`config.mk`:
```
export PLATFORM = sky130hd
export DESIGN_NAME = prog_loader
export DESIGN_NICKNAME = d
export VERILOG_FILES = /design/src/rtl/prog_loader_pkg.sv /design/src/rtl/prog_loader_byte_packer.sv /design/src/rtl/prog_loader.sv
export SDC_FILE = /design/constraint.sdc
export NUM_CORES = 1
export LEC_CHECK = 0
export ABC_AREA = 1
export CORE_ASPECT_RATIO = 0.75
export CORE_MARGIN = 1
export CORE_UTILIZATION = 49
export DETAILED_ROUTE_END_ITERATION = 7
export PLACE_DENSITY = 0.73
export SLEW_MARGIN = 20
export SYNTH_ARGS = -nofsm -noshare
export SYNTH_HDL_FRONTEND = slang
export SYNTH_SLANG_ARGS = --single-unit
```
`constraint.sdc`:
```
create_clock -name clk -period 2.6 [get_ports clk]
set_clock_uncertainty 0.2 [all_clocks]
set_input_delay 0.52 -clock clk [delete_from_list [all_inputs] [get_ports clk]]
set_output_delay 0.52 -clock clk [all_outputs]
set_load 0.02 [all_outputs]
```
`src/rtl/prog_loader_pkg.sv`:
```
// rtl/prog_loader_pkg.sv - shared state encoding and stream constants for prog_loader
package prog_loader_pkg;

  typedef enum logic [2:0] {
    ST_IDLE   = 3'd0,
    ST_LEN_LO = 3'd1,
    ST_LEN_HI = 3'd2,
    ST_DATA   = 3'd3,
    ST_WRITE  = 3'd4,
    ST_CSUM   = 3'd5,
    ST_DONE   = 3'd6,
    ST_ERR    = 3'd7
  } state_t;

  localparam logic [1:0] BYTE_POS0 = 2'd0;
  localparam logic [1:0] BYTE_POS1 = 2'd1;
  localparam logic [1:0] BYTE_POS2 = 2'd2;
  localparam logic [1:0] BYTE_POS3 = 2'd3;

  localparam int HDR_BYTES = 2;

endpackage

```
`src/rtl/prog_loader_byte_packer.sv`:
```
// rtl/prog_loader_byte_packer.sv - collects four stream bytes into a little-endian word
module prog_loader_byte_packer
  import prog_loader_pkg::*;
(
  input  logic        clk,
  input  logic        reset,
  input  logic        clear,
  input  logic        shift,
  input  logic [7:0]  byte_data,
  output logic [31:0] word,
  output logic        word_full
);

  logic [1:0] cnt;

  // Shifting in from the top leaves byte0 in [7:0] after the fourth byte.
  always_ff @(posedge clk or posedge reset) begin
    if (reset) begin
      cnt  <= BYTE_POS0;
      word <= '0;
    end else if (clear) begin
      cnt  <= BYTE_POS0;
      word <= '0;
    end else if (shift) begin
      cnt  <= cnt + 2'd1;
      word <= {byte_data, word[31:8]};
    end
  end

  assign word_full = shift && (cnt == BYTE_POS3);

endmodule

```
`src/rtl/prog_loader.sv`:
```
// rtl/prog_loader.sv - byte-stream program loader writing instruction memory and gating core reset
module prog_loader
  import prog_loader_pkg::*;
#(
  parameter int ADDR_W = 10
) (
  input  logic              clk,
  input  logic              reset,
  input  logic              start,
  input  logic              byte_valid,
  input  logic [7:0]        byte_data,
  output logic              byte_ready,
  output logic              imem_we,
  output logic [ADDR_W-1:0] imem_addr,
  output logic [31:0]       imem_wdata,
  output logic              cpu_reset,
  output logic              busy,
  output logic              done,
  output logic              err
);

  state_t          state, state_nx;
  logic [15:0]     len;
  logic [ADDR_W:0] widx;
  logic [ADDR_W:0] widx_inc;
  logic [7:0]      sum;
  logic [31:0]     word;
  logic            word_full;
  logic            xfer;
  logic            go;
  logic [15:0]     hdr_len;
  logic            len_too_big;
  logic            more_words;

  assign byte_ready  = (state == ST_LEN_LO) || (state == ST_LEN_HI) ||
                       (state == ST_DATA)   || (state == ST_CSUM);
  assign busy        = byte_ready || (state == ST_WRITE);
  assign xfer        = byte_valid && byte_ready;
  assign go          = start && ((state == ST_IDLE) || (state == ST_DONE) || (state == ST_ERR));
  assign hdr_len     = {byte_data, len[7:0]};
  assign len_too_big = 32'(hdr_len) > (32'd1 << ADDR_W);
  // Index is one bit wider than the address so a full-memory image still terminates.
  assign widx_inc    = widx + 1'b1;
  assign more_words  = 32'(widx_inc) < 32'(len);

  assign imem_we    = (state == ST_WRITE);
  assign imem_addr  = widx[ADDR_W-1:0];
  assign imem_wdata = imem_we ? word : '0;

  prog_loader_byte_packer u_packer (
    .clk       (clk),
    .reset     (reset),
    .clear     (go),
    .shift     ((state == ST_DATA) && xfer),
    .byte_data (byte_data),
    .word      (word),
    .word_full (word_full)
  );

  always_ff @(posedge clk or posedge reset) begin
    if (reset) state <= ST_IDLE;
    else       state <= state_nx;
  end

  always_comb begin
    state_nx = state;
    case (state)
      ST_IDLE, ST_DONE, ST_ERR: if (start) state_nx = ST_LEN_LO;
      ST_LEN_LO: if (xfer) state_nx = ST_LEN_HI;
      ST_LEN_HI: begin
        if (xfer) begin
          if (len_too_big)       state_nx = ST_ERR;
          else if (hdr_len == 0) state_nx = ST_CSUM;
          else                   state_nx = ST_DATA;
        end
      end
      ST_DATA:  if (word_full) state_nx = ST_WRITE;
      ST_WRITE: state_nx = more_words ? ST_DATA : ST_CSUM;
      ST_CSUM:  if (xfer) state_nx = (byte_data == sum) ? ST_DONE : ST_ERR;
      default:  state_nx = ST_IDLE;
    endcase
  end

  always_ff @(posedge clk or posedge reset) begin
    if (reset) begin
      len       <= '0;
      widx      <= '0;
      sum       <= '0;
      cpu_reset <= 1'b1;
      done      <= 1'b0;
      err       <= 1'b0;
    end else if (go) begin
      widx      <= '0;
      sum       <= '0;
      cpu_reset <= 1'b1;
      done      <= 1'b0;
      err       <= 1'b0;
    end else begin
      if ((state == ST_LEN_LO) && xfer) len[7:0]  <= byte_data;
      if ((state == ST_LEN_HI) && xfer) len[15:8] <= byte_data;
      if ((state == ST_LEN_HI) && xfer && len_too_big) err <= 1'b1;
      if ((state == ST_DATA) && xfer) sum <= sum + byte_data;
      if (state == ST_WRITE) widx <= widx_inc;
      if ((state == ST_CSUM) && xfer) begin
        if (byte_data == sum) begin
          done      <= 1'b1;
          cpu_reset <= 1'b0;
        end else begin
          err <= 1'b1;
        end
      end
    end
  end

endmodule

```
==> run_results.csv <==
group,metric,value,unit
route,drc,0,
sta,hold_viol_final,0,
clock_tree,h-tree-depth,3,
synthesis,synth_compound_area_frac,0.139,
clock_tree,clk_pin_slew,0.08,ns
die,rows,28,
hold_path,hold_path.class,"flop to flop",
synthesis,synth_area_per_cell,8.15,µm²
clock_tree,cts_tree,"yes",
route,drtIter0Drc,195,
worst_setup_path,worstPathArrival,2.61,ns
layout,syn_to_final_growth,23.6,%
sta,fmax,388,MHz
synthesis,ys_warn_count,0,
layout,drive_gt1_frac,0.110,
sta,setup-violations-final,0,
synthesis,syn_inst,490,
sta,tightest_slew,0.521,ns
worst_setup_path,reg2reg_from,"widx[1]$_DFFE_PP0P_",
sta,relSlewSlack,0.651,
route,vias,3425,
synthesis,yosysSeqAreaShare,0.471,
clock_tree,cts_hold_buf,0,
synthesis,synth_simple_gate_area_share,0.188,
grt,grt_pass1_vias,3276,
die,start_util,0.506,
worst_setup_path,crit_end,"state[1]$_DFFE_PP0P_",
route,ant_nets,0,
grt,grt_pass1_wl,15.5,mm
worst_setup_path,start_kind,"flop",
synthesis,synth_fp_nets,522,
clock_tree,cts_buffer_depth,2,
synthesis,synth_fa_ha_area_frac,0.0646,
clock_tree,cts_buffers,9,
grt,grt_overflow,0,
job,cap_violations,0,
sta,period_minus_slack,2.57,ns
synthesis,ys_types,32,
worst_setup_path,critPathKind,"flop to flop",
synthesis,synth-xor-area-share,0.0132,
die,coreArea,7880,µm²
die,ios,60,
worst_setup_path,cp.required,2.64,ns
worst_setup_path,end_kind,"flop",
clock_tree,insertion_delay,0.35,ns
die,fp.dieH,80.2,µm
placement,io_buffer_count,59,
clock_tree,cts.sinks,75,
pwr,leakage,2.50,nW
placement,gp_congestion,0.897,
status,status,"completed",
grt,grt.total_usage,0.233,
route,wl_per_cell,14.1,µm
sta,drv_slew,0,
hold_path,hold_path.startpoint,"cpu_reset$_DFFE_PP1P_",
die,die_area,8510,µm²
pwr,p_per_area,893,nW/µm²
worst_setup_path,rrSetupSlack,0.03,ns
grt,grt_max_degree,76,
worst_setup_path,reg2regPathDepth,16,
layout,post-route-util,0.626,
pwr,power,4.41,mW
synthesis,synthMuxAreaShare,0,
route,vias_per_cell,5.17,
die,dieWidth,106,µm
synthesis,ys_ff_latch,75,
sta,finalCritPeriodShare,0.990,
worst_setup_path,path_max_fanout,3,
worst_setup_path,worstReg2RegEnd,"state[1]$_DFFE_PP0P_",
grt,antenna_found_initial,0,
sta,rsz0062_at_grt,"true",
synthesis,syn_area,3990,µm²
route,wl,9.33,mm
layout,fillers,715,
layout,diodes,0,
clock_tree,cts-root-buf,"clkbuf_8",
route,drtPass1Iterations,5,
pwr,irDropWorstVdd,0.433,mV
synthesis,synth_top_family_by_area,"simple AND/OR/NAND/NOR gates",
layout,fin_nets,584,
worst_setup_path,cp-startpoint,"widx[1]$_DFFE_PP0P_",
placement,dp_hpwl,6.38,mm
## cells in the mapped netlist (all sizes together)
library cell | instances | area (µm²)
nor2 | 67 | 264
a21oi | 12 | 60.1
buf | 22 | 154
dfrtp | 74 | 1850
a22o | 3 | 26.3
nand2 | 86 | 345
dfstp | 1 | 26.3
xnor2 | 2 | 17.5
xor2 | 4 | 35.0
nor3 | 3 | 15.0
a31oi | 1 | 6.26
ha | 19 | 238
nor4 | 1 | 6.26
clkbuf | 1 | 3.75
o21ai | 39 | 203
fa | 1 | 20.0
nand3 | 19 | 95.1
o21a | 2 | 15.0
a22oi | 2 | 15.0
clkinv | 1 | 3.75
o22ai | 37 | 231
nand4 | 4 | 25.0
inv | 89 | 334
## critical path, cell delays in order, from the launching register on
cell and delay (ns):
dfrtp_1 0.38, ha_2 0.20, nand2_2 0.08, nor2_4 0.11
nand3_2 0.11, nor2_2 0.17, nand3_2 0.10, xor2_2 0.24
inv_2 0.07, ha_4 0.27, nand3_1 0.08, a21oi_1 0.12
nand2_1 0.07, nand3_1 0.08, nand3_1 0.06, nand2_1 0.07
nand2_1 0.05
## through the flow
| stage | TNS [ns] | hold slack [ns] | worst slack (ns) | cell area (µm²) | cells |
|---|---|---|---|---|---|
| after floorplan | 0 | 0.253 | 0.130 | 4000 | 490 |
| after CTS | 0 | 0.280 | 0.00995 | 4870 | 660 |
| after global routing | -0.257 | 0.308 | -0.160 | 4930 | 662 |
| after detailed placement | -0.00372 | 0.267 | -0.00372 | 4690 | 644 |
| final | 0 | 0.282 | 0.0256 | 4930 | 662 |
| after global placement | 0 | 0.267 | 0.0693 | 4690 | 644 |
## metal layers
metal	track usage	share of wire
met1	0.317	0.48
met4	0.0639	0.0090
met2	0.381	0.48
met3	0.0463	0.037
met5	0	0
## power by group
group | switching, mW | leakage (nW) | total, mW | internal (mW)
Combinational | 1.16 | 1.40 | 1.84 | 0.686
Sequential | 0.179 | 1.00 | 1.66 | 1.48
Clock | 0.458 | 0.0958 | 0.906 | 0.448
## area by class of cell
type,instances,area (µm²),share of cell area
sequential,75,1880,0.381
clock buffer,9,124,0.0251
multi-input combinational,302,1670,0.339
clock inverter,7,76.3,0.0155
tap,105,131,0.0266
timing repair buffer,74,709,0.144
inverter,90,342,0.0692
## flip-flops by register name (all words and copies together), names as in the netlist
signal	cells
err	1
cpu_reset	1
u_packer.word	32
sum	8
state	3
done	1
u_packer.cnt	2
len	16
widx	11
## cell usage in the layout (no fill, tap or decap), types with 2 or more instances in the layout
| master | netlist | routed |
|---|---|---|
| clkinvlp_4 | 0 | 3 |
| nand4_1 | 4 | 4 |
| nand2_2 | 3 | 4 |
| a21oi_2 | 0 | 2 |
| nor2_1 | 64 | 61 |
| xor2_1 | 4 | 3 |
| o22ai_1 | 37 | 37 |
| nand2_4 | 2 | 2 |
| nand3_2 | 0 | 2 |
| o21ai_2 | 2 | 2 |
| nand2_1 | 81 | 80 |
| ha_1 | 19 | 17 |
| a21oi_1 | 12 | 10 |
| nor3_1 | 3 | 3 |
| nand3_1 | 19 | 17 |
| xnor2_1 | 2 | 2 |
| inv_1 | 83 | 81 |
| o21ai_0 | 34 | 34 |
| nor2_4 | 1 | 2 |
| o21a_1 | 2 | 2 |
| buf_12 | 0 | 3 |
| dfrtp_1 | 74 | 74 |
| clkbuf_8 | 0 | 9 |
| o21ai_1 | 3 | 3 |
| nor2_2 | 2 | 4 |
| clkinv_4 | 0 | 2 |
| a22oi_1 | 2 | 2 |
| clkdlybuf4s50_1 | 0 | 25 |
| a22o_1 | 3 | 3 |
| dlygate4sd2_1 | 0 | 33 |
| buf_4 | 10 | 11 |
| inv_2 | 6 | 7 |
## worst min-delay path by stage
stage | endpoint | slack [ns] | cells after the start
global placement | cpu_reset$_DFFE_PP1P_ | 0.27 | 2
detailed placement | cpu_reset$_DFFE_PP1P_ | 0.27 | 2
finish | cpu_reset$_DFFE_PP1P_ | 0.28 | 2
global route | cpu_reset$_DFFE_PP1P_ | 0.31 | 2
floorplan | len[10]$_DFFE_PP0P_ | 0.25 | 2
CTS | cpu_reset$_DFFE_PP1P_ | 0.28 | 2
## repair_timing
action                                  CTS  global route
pin swaps                                 0            10
endpoints found under the setup margin   35             3
setup buffers                             0             2
resized for setup                        37            12
## cell families after synthesis
group	Yosys count
AOI/OAI and AO/OA	96
adders and majority gates	20
DFF	75
buffers and inverters	113
xor gates and xnor gates	6
and+or+nand+nor	180
Power figures use the tool's default switching activity.
